### src/rtl/apb_master_bridge.sv
// apb_master_bridge: APB master that turns driver-side read/write requests into APB transfers,
// with back-to-back chaining and an abort when a slave stalls for TIMEOUT access cycles.
module apb_master_bridge #(
    parameter int AW      = 9,
    parameter int DW      = 8,
    parameter int TIMEOUT = 16
) (
    input  logic          pclk,
    input  logic          presetn,
    input  logic          transfer,
    input  logic          READ_WRITE,
    input  logic [AW-1:0] apb_write_paddr,
    input  logic [DW-1:0] apb_write_data,
    input  logic [AW-1:0] apb_read_paddr,
    output logic [DW-1:0] apb_read_data_out,
    output logic          apb_slverr_out,
    output logic [AW-1:0] paddr,
    output logic [DW-1:0] pwdata,
    output logic          pwrite,
    output logic          psel1,
    output logic          psel2,
    output logic          penable,
    input  logic [DW-1:0] prdata,
    input  logic          pready,
    input  logic          pslverr
);
    localparam logic [1:0] IDLE   = 2'd0;
    localparam logic [1:0] SETUP  = 2'd1;
    localparam logic [1:0] ACCESS = 2'd2;
    localparam int CW = $clog2(TIMEOUT + 1);

    logic [1:0]    state;
    logic [CW-1:0] wait_cnt;
    logic          done, capture, timeout;

    assign done    = state == ACCESS && pready;
    assign timeout = state == ACCESS && !pready && wait_cnt == CW'(TIMEOUT - 1);
    assign capture = transfer && (state == IDLE || done);
    // selects decode from the registered address so they can never both be high
    assign psel1   = state != IDLE && !paddr[AW-1];
    assign psel2   = state != IDLE && paddr[AW-1];
    assign penable = state == ACCESS;

    always_ff @(posedge pclk or negedge presetn) begin
        if (!presetn) begin
            state             <= IDLE;
            wait_cnt          <= '0;
            paddr             <= '0;
            pwdata            <= '0;
            pwrite            <= 1'b0;
            apb_read_data_out <= '0;
            apb_slverr_out    <= 1'b0;
        end else begin
            if (capture) begin
                pwrite <= !READ_WRITE;
                paddr  <= READ_WRITE ? apb_read_paddr : apb_write_paddr;
                if (!READ_WRITE) pwdata <= apb_write_data;
            end
            if (done) begin
                apb_slverr_out <= pslverr;
                if (!pwrite) apb_read_data_out <= prdata;
            end
            if (timeout) apb_slverr_out <= 1'b1;
            if (state == SETUP) wait_cnt <= '0;
            else if (state == ACCESS && !pready) wait_cnt <= wait_cnt + 1'b1;
            state <= capture ? SETUP : state == SETUP ? ACCESS : (done || timeout) ? IDLE : state;
        end
    end
endmodule

### config.mk
export PLATFORM = sky130hd
export DESIGN_NAME = apb_master_bridge
export DESIGN_NICKNAME = d
export VERILOG_FILES = /design/src/rtl/apb_master_bridge.sv
export SDC_FILE = /design/constraint.sdc
export NUM_CORES = 1
export LEC_CHECK = 0
export ABC_AREA = 0
export CAP_MARGIN = 10
export CORE_AREA = 2 2 64 66
export CTS_BUF_LIST = sky130_fd_sc_hd__clkbuf_8
export DETAILED_ROUTE_END_ITERATION = 10
export DIE_AREA = 0 0 66 68
export PLACE_DENSITY = 0.91
export RECOVER_POWER = 50
export SETUP_SLACK_MARGIN = 0.15
export SLEW_MARGIN = 20
export SYNTH_ARGS = -nofsm -noshare
export SYNTH_HDL_FRONTEND = slang
export SYNTH_SLANG_ARGS = --single-unit
export TNS_END_PERCENT = 5
### constraint.sdc
create_clock -name pclk -period 1.8 [get_ports pclk]
set_clock_uncertainty 0.05 [all_clocks]
set_input_delay 0.36 -clock pclk [delete_from_list [all_inputs] [get_ports pclk]]
set_output_delay 0.36 -clock pclk [all_outputs]
set_load 0.02 [all_outputs]
==> PnR_summary.wiki, run 1 <==
{| class="wikitable"
! Metric !! Value
|-
| Static Leak || 1.066 nW
|-
| Max Clk Rate || 0.5818 GHz
|-
| Cell seen most often among critical-path stages || buf_4
|-
| Die width || 66 um
|-
| Final Slew Violations || 0
|-
| Fin. Hold Viols || 0
|-
| Critical path cell sequence || clkdlybuf4s50_1 -> buf_4 -> nor2b_1 -> nor4b_4 -> buf_4 -> mux2_2
|-
| Half-perimeter wire length after placement || 2852 um
|-
| Number of antenna violations at the first check in global routing || 0
|-
| Least-Margin Pin Slew || 853.8 ps
|-
| Post-synthesis instance area || 0.001553 mm^2
|-
| Die height || 68 um
|-
| Detailed Route Iter0 Violations || 42
|-
| DRC || 0
|-
| Dominant register cell in the synthesized netlist || dfrtp_1
|-
| Via density per instance || 4.948
|-
| Routed WL || 3908 um
|-
| Post-layout instance area || 0.002495 mm^2
|-
| Maximum number of pins on one net before global-route repair || 35
|-
| Global Route Usage Sum || 17.97%
|-
| Required time at the endpoint of the critical path || 1920 ps
|-
| Number of synthesized flops with an enable pin || 0
|-
| RD Place Congestion || 0.8027
|-
| Startpoint of the worst register-to-register path || wait_cnt[0]$_DFFE_PN0P_
|-
| Placed cells || 238
|-
| Post-detailed-route count of antenna-violating nets || 0
|-
| Type of the most critical hold path || reg2reg
|-
| Sequential element share of the synthesized area || 54.79%
|-
| Count of unique library cells instantiated by Yosys || 28
|-
| Latest clock arrival within the worst-skew pair || 280 ps
|-
| Nets@finish || 240
|-
| Unrepaired setup endpoints after global routing || yes
|-
| Initial Utilization || 40.27%
|-
| Reg-to-Reg End || wait_cnt[4]$_DFFE_PN0P_
|-
| Post-synth ARST share || 100.0%
|-
| Net count after synthesis || 154
|-
| Via count of the first global-routing pass || 1273
|-
| Worst slew margin || 43.08%
|-
| Maximum vdd drop || 771.7 uV
|-
| Number of buffers added on ports || 69
|-
| Setup Crit Path Kind || in2reg
|-
| Clk root buf || clkbuf_8
|-
| Capturing element type of the critical path || register
|-
| Cells taking the most area after synthesis || dfrtp_1, mux2_2, a22o_1
|-
| Number of ports placed on the die boundary || 70
|-
| CTS max path bufs || 2
|-
| Clock input transition at the sequential cells of the worst setup and hold paths || 70 ps
|-
| Max-cap viol count || 0
|-
| Maximum cell stage delay along the critical path || 470 ps
|-
| Final worst-path cycle share || 95.48%
|-
| Hold path endpoint || apb_slverr_out$_DFFE_PN0P_
|-
| Clock tree from TritonCTS || done
|-
| Length of the first detailed-routing pass in iterations || 4
|-
| Post-synth top cells || mux2_2, dfrtp_1, a22o_1, nor2_1
|-
| H-Tree Depth || 2
|-
| PwrDens || 1671 mW/mm^2
|-
| Hold WS || 444.3 ps
|-
| Non-Filler Instances || 249
|-
| Global-route wire length before repair || 5968 um
|-
| Total congestion overflow || 0
|-
| Largest driver fanout on the critical path || 9
|-
| Area added between synthesis and finish || 60.68%
|-
| Instance area after placement || 0.002376 mm^2
|-
| Most frequently used cell type in the post-synthesis netlist || mux2_2
|-
| Slowest stage cell, crit path || clkdlybuf4s50_1
|-
| Antenna fix cells || 0
|-
| Synthesized instance count || 112
|-
| Final number of setup-violating endpoints || 0
|-
| Register bit count reported by yosys || 34
|-
| Post-layout minimum cycle time || 1719 ps
|-
| Worst hold path depth || 1
|-
| Share of layout cells above drive strength 1 || 31.66%
|-
| Warning count from the yosys run || 0
|-
| Startpoint type of the worst setup path || primary input
|-
| Syn avg cell area || 13.86 um^2
|-
| CTS sink count || 34
|-
| HP Start || apb_slverr_out$_DFFE_PN0P_
|-
| Number of vias after detailed routing || 1232
|-
| Num CTS Buffers || 5
|-
| Average routed wire per standard cell || 15.69 um
|-
| Core Footprint || 0.003856 mm^2
|-
| Post-synthesis cell type with the largest combined area || dfrtp_1
|-
| Yosys top cell area share || 54.79%
|-
| Rows || 23
|-
| Hold-fix buffers at CTS || 0
|-
| Run status || finished clean
|-
| Setup slack, reg-to-reg || 130 ps
|-
| Worst R2R Path Depth || 6
|-
| Area of the die || 0.004488 mm^2
|-
| Data arrival time of the worst path || 1840 ps
|}
## cell families (layout without fill, tap and decap cells)
kind of cell / after synthesis / in the layout / synth area share, %
AO/OA/AOI/OAI: 12 / 12 / 5.963
adder cells (fa/ha/maj): 2 / 2 / 1.611
buffers and inverters: 7 / 94 / 2.337
flip-flops: 34 / 34 / 54.79
multiplexers: 35 / 35 / 25.38
AND/OR/NAND/NOR: 22 / 22 / 9.912
## what timing repair did
action | 4_1_cts | 5_1_grt
resized for setup | 6 | 2
setup endpoints to repair | 46 | 54
setup buffers | 1 | 2
## routing by layer
layer  GRT usage [%]  wire length, um
met2           28.66             2009
met5               0                0
met3           6.414              247
met1           21.68             1549
met4           8.929              102
## sequential cells by signal, summed over array words and instances (netlist names)
name / cells
pwrite: 1
state: 2
pwdata: 8
apb_read_data_out: 8
wait_cnt: 5
apb_slverr_out: 1
paddr: 9
## layout make-up
type / count / area, um^2
fill: 315 / 1361
clock buffer: 5 / 68.82
multi-input combinational: 71 / 664.4
clock inverter: 3 / 37.54
sequential: 34 / 852.1
inverter: 3 / 11.26
timing repair buffer: 83 / 798.3
tap: 50 / 62.56
## worst max path at each step
stage                                 start                       to  slack, ps
CTS                                  pready     paddr[2]$_DFFE_PN0P_         70
global placement                     pready     paddr[5]$_DFFE_PN0P_       -180
floorplan              state[0]$_DFFE_PN0P_  wait_cnt[3]$_DFFE_PN0P_        160
global route        wait_cnt[0]$_DFFE_PN0P_  wait_cnt[4]$_DFFE_PN0P_         30
detailed placement                   pready     paddr[1]$_DFFE_PN0P_       -220
finish                               pready    pwdata[2]$_DFFE_PN0P_         80
## cells in the final DEF, fill, tap and decap left out, types with 3 or more instances in the layout
master,count
a22o_1,5
buf_4,10
clkbuf_8,5
clkdlybuf4s50_1,64
dfrtp_1,33
dlygate4sd2_1,4
inv_1,5
mux2_2,35
nor2_1,3
nor2b_1,4
o21ai_0,3
## stage by stage
step	total power, mW	worst slack, ps	utilization, %	TNS, ps
floorplan	2.448	158.9	-	0
global placement	3.452	-182.3	61.62	-3380
detailed placement	3.514	-222.6	61.62	-4419
CTS	4.187	66.92	64.54	0
global route	4.396	33.85	64.70	0
finish	4.170	81.27	64.70	0
## power by group
part           total, mW  switching [mW]  internal, mW
clock network      0.676           0.273         0.403
logic               2.13           0.970          1.16
registers           1.37           0.236          1.13
## worst max-delay path, delay by kind of cell
kind          cells  cell delay [ps]
mux               1              340
buf+inv           3              830
simple gates      2              300
(Power assumes the default switching activity.)
==> run 2, diff against run 1 <==
--- a/config.mk
+++ b/config.mk
@@ -6,7 +6,7 @@
 export NUM_CORES = 1
 export LEC_CHECK = 0
 export ABC_AREA = 0
-export CAP_MARGIN = 10
+export CAP_MARGIN = 40
 export CORE_AREA = 2 2 64 66
 export CTS_BUF_LIST = sky130_fd_sc_hd__clkbuf_8
 export DETAILED_ROUTE_END_ITERATION = 10
@@ -18,4 +18,3 @@
 export SYNTH_ARGS = -nofsm -noshare
 export SYNTH_HDL_FRONTEND = slang
 export SYNTH_SLANG_ARGS = --single-unit
-export TNS_END_PERCENT = 5
==> run 2 against run 1 <==
Net effect: clock power barely moved; critical path type is now reg2reg; final cell count increased by 2.4%; hold slack got worse by 1.1 ps; total power decreased by 3.9%; core utilization up 0.88 points; clock-buffer cell count stayed put; critical path depth unchanged; largest power group unchanged; non-clock buffer count increased by 6; final area increased by 1.4%; combinational power down 8%; die area stayed put; sequential cell count stayed put.
==> PnR_summary.wiki, run 2 (same netlist as run 1, synthesis figures left out) <==
{| class="wikitable"
! Metric !! Value
|-
| Area added between synthesis and finish || 62.85% (was 60.68%)
|-
| Setup Crit Path Kind || reg2reg (was in2reg)
|-
| Detailed route wirelength on metal3 || 268 um (was 247 um)
|-
| Number of fill cells || 312 (was 315)
|-
| Max-cap viol count || 0 (unchanged)
|-
| Final Slew Violations || 0 (unchanged)
|-
| Data arrival time of the worst path || 1840 ps (about the same)
|-
| Max Clk Rate || 0.6002 GHz (was 0.5818 GHz)
|-
| Initial Utilization || 40.27% (unchanged)
|-
| CTS sink count || 34 (unchanged)
|-
| CTS max path bufs || 2 (unchanged)
|-
| Final worst slack || 134.0 ps (was 81.27 ps)
|-
| Final worst-path cycle share || 92.56% (was 95.48%)
|-
| Buffers plus inverters on the worst setup path || 0 (was 3)
|-
| Worst R2R Path Depth || 6 (unchanged)
|-
| Area of the die || 0.004488 mm^2 (unchanged)
|-
| PwrDens || 1585 mW/mm^2 (was 1671 mW/mm^2)
|-
| Max FFs per register || 9 (unchanged)
|-
| Run status || finished clean (unchanged)
|-
| Area of the multi-input gates || 693.2 um^2 (was 664.4 um^2)
|-
| Maximum number of pins on one net before global-route repair || 35 (unchanged)
|-
| Clock input transition at the sequential cells of the worst setup and hold paths || 70 ps (about the same)
|-
| Detailed Route Iter0 Violations || 72 (was 42)
|-
| Startpoint type of the worst setup path || register (was primary input)
|-
| DRC || 0 (unchanged)
|-
| Power, Total || 4.008 mW (was 4.170 mW)
|-
| Most flops, register || paddr (unchanged)
|-
| Half-perimeter wire length after placement || 2852 um (unchanged)
|-
| Antenna fix cells || 0 (unchanged)
|-
| Worst hold path depth || 1 (unchanged)
|-
| Hold-fix buffers at CTS || 0 (unchanged)
|-
| Top flop regs || paddr: 9 flops, apb_read_data_out: 8 flops, pwdata: 8 flops (unchanged)
|-
| Routed WL || 4147 um (was 3908 um)
|-
| Via count of the first global-routing pass || 1304 (was 1273)
|-
| Core Footprint || 0.003856 mm^2 (unchanged)
|-
| Global Route Usage Sum || 18.68% (was 17.97%)
|-
| Unrepaired setup endpoints after global routing || yes (unchanged)
|-
| Startpoint of the worst register-to-register path || wait_cnt[0]$_DFFE_PN0P_ (unchanged)
|-
| Number of vias after detailed routing || 1251 (was 1232)
|-
| H-Tree Depth || 2 (unchanged)
|-
| Highest-count cells in the layout ignoring fill and taps || clkdlybuf4s50_1, mux2_2, dfrtp_1 (unchanged)
|-
| Post-layout instance area || 0.002529 mm^2 (was 0.002495 mm^2)
|-
| Hold WS || 443.2 ps (was 444.3 ps)
|-
| Post-detailed-route count of antenna-violating nets || 0 (unchanged)
|-
| Clock tree from TritonCTS || done (unchanged)
|-
| Worst slew margin || 43.13% (was 43.08%)
|-
| HP Start || apb_slverr_out$_DFFE_PN0P_ (unchanged)
|-
| Type of the most critical hold path || reg2reg (unchanged)
|-
| Number of antenna violations at the first check in global routing || 0 (unchanged)
|-
| Hold path endpoint || apb_slverr_out$_DFFE_PN0P_ (unchanged)
|-
| Number of buffers added on ports || 69 (unchanged)
|-
| Top Family by Delay on Critical Path || simple AND/OR/NAND/NOR gates (was buffers and inverters)
|-
| Clk root buf || clkbuf_8 (unchanged)
|-
| Number of ports placed on the die boundary || 70 (unchanged)
|-
| Num CTS Buffers || 5 (unchanged)
|-
| Largest driver fanout on the critical path || 2 (was 9)
|-
| Setup slack at placement || -222.6 ps (unchanged)
|-
| Least-Margin Pin Slew || 853.1 ps (was 853.8 ps)
|-
| Highest routed layer || met4 (unchanged)
|-
| Rows || 23 (unchanged)
|-
| Die width || 66 um (unchanged)
|-
| Post-layout minimum cycle time || 1666 ps (was 1719 ps)
|-
| Share of layout cells above drive strength 1 || 36.59% (was 31.66%)
|-
| Length of the first detailed-routing pass in iterations || 4 (unchanged)
|-
| Maximum cell stage delay along the critical path || 390 ps (was 470 ps)
|-
| Latest clock arrival within the worst-skew pair || 280 ps (about the same)
|-
| Critical path cell sequence || ha_2 -> and3_4 -> ha_4 -> or3_1 -> o21ai_1 -> a22o_1 (was clkdlybuf4s50_1 -> buf_4 -> nor2b_1 -> nor4b_4 -> buf_4 -> mux2_2)
|-
| Global-route wire length before repair || 6168 um (was 5968 um)
|-
| Met1 Wirelength || 1652 um (was 1549 um)
|-
| Final number of setup-violating endpoints || 0 (unchanged)
|-
| Fin. Hold Viols || 0 (unchanged)
|-
| Static Leak || 1.132 nW (was 1.066 nW)
|-
| Average routed wire per standard cell || 16.26 um (was 15.69 um)
|-
| Die height || 68 um (unchanged)
|-
| Setup Total Neg Slack || 0 ps (unchanged)
|-
| Setup slack, reg-to-reg || 130 ps (about the same)
|-
| Instance area after placement || 0.002376 mm^2 (unchanged)
|-
| Nets@finish || 246 (was 240)
|-
| Required time at the endpoint of the critical path || 1970 ps (was 1920 ps)
|-
| Capturing element type of the critical path || register (unchanged)
|-
| RD Place Congestion || 0.8027 (unchanged)
|-
| Total congestion overflow || 0 (unchanged)
|-
| Reg area || 853.3 um^2 (was 852.1 um^2)
|-
| Maximum vdd drop || 746.9 uV (was 771.7 uV)
|-
| Via density per instance || 4.906 (was 4.948)
|-
| Most common library cell in the layout ignoring fill and taps || clkdlybuf4s50_1 (unchanged)
|-
| Met2 wire length || 2131 um (was 2009 um)
|-
| Slowest stage cell, crit path || dfrtp_1 (was clkdlybuf4s50_1)
|-
| Reg-to-Reg End || wait_cnt[4]$_DFFE_PN0P_ (unchanged)
|}
[run 2: cell count changes in the layout (fill, tap and decap cells not counted), sizes merged]
cell	before	now
clkbuf	8	11
dlygate4sd2	4	26
clkdlybuf4s50	64	37
buf	11	19
[run 2: per-layer routing]
metal  vias to the layer above  global-route usage, %
li1                        587                      -
met1                       613                  21.78
met2                        45                  30.93
met3                         6                  6.414
met4                         0                  9.184
met5                         -                      0
[run 2: worst max-delay path by stage]
stage,start,endpoint,slack (ps),cells after the start
after floorplan,state[0]$_DFFE_PN0P_,wait_cnt[3]$_DFFE_PN0P_,160,4
after CTS,state[0]$_DFFE_PN0P_,psel2,100,3
after global placement,pready,paddr[5]$_DFFE_PN0P_,-180,4
final,wait_cnt[0]$_DFFE_PN0P_,wait_cnt[4]$_DFFE_PN0P_,130,6
after global routing,wait_cnt[0]$_DFFE_PN0P_,wait_cnt[4]$_DFFE_PN0P_,70,6
after detailed placement,pready,paddr[1]$_DFFE_PN0P_,-220,4
[run 2: cell type report]
cell class	instances	area share (%)
Clock inverter	3	1.484
Tap cell	50	2.474
Sequential cell	34	33.75
Multi-Input combinational cell	71	27.41
Timing Repair Buffer	89	31.72
Clock buffer	5	2.721
Inverter	3	0.4453
[run 2: what timing repair did]
item,in CTS,in global routing
endpoints found under the hold margin,0,0
setup endpoints to repair,46,9
setup buffers,4,4
resized for setup,37,13
pin swaps,3,5
cloned,1,0
[run 2: per-stage QoR]
stage | std cells | util [%]
2_1_floorplan | 112 | -
3_3_place_gp | 238 | 61.62
3_5_place_dp | 238 | 61.62
4_1_cts | 251 | 64.83
5_1_grt | 255 | 65.57
6_report | 255 | 65.57
[run 2: worst reg2reg max path, delay by kind of cell (launching register included)]
family,cells,cell delay [ps]
AND/OR/NAND/NOR,2,530
AO/OA/AOI/OAI,2,220
adder cells (fa/ha/maj),2,420
flip-flops,1,390
[run 2: power by group]
part / total, mW / switching [mW] / internal (mW) / leakage, nW
Combinational: 1.97 / 0.995 / 0.973 / 0.664
Sequential: 1.36 / 0.230 / 1.13 / 0.408
Clock: 0.677 / 0.274 / 0.403 / 0.0607
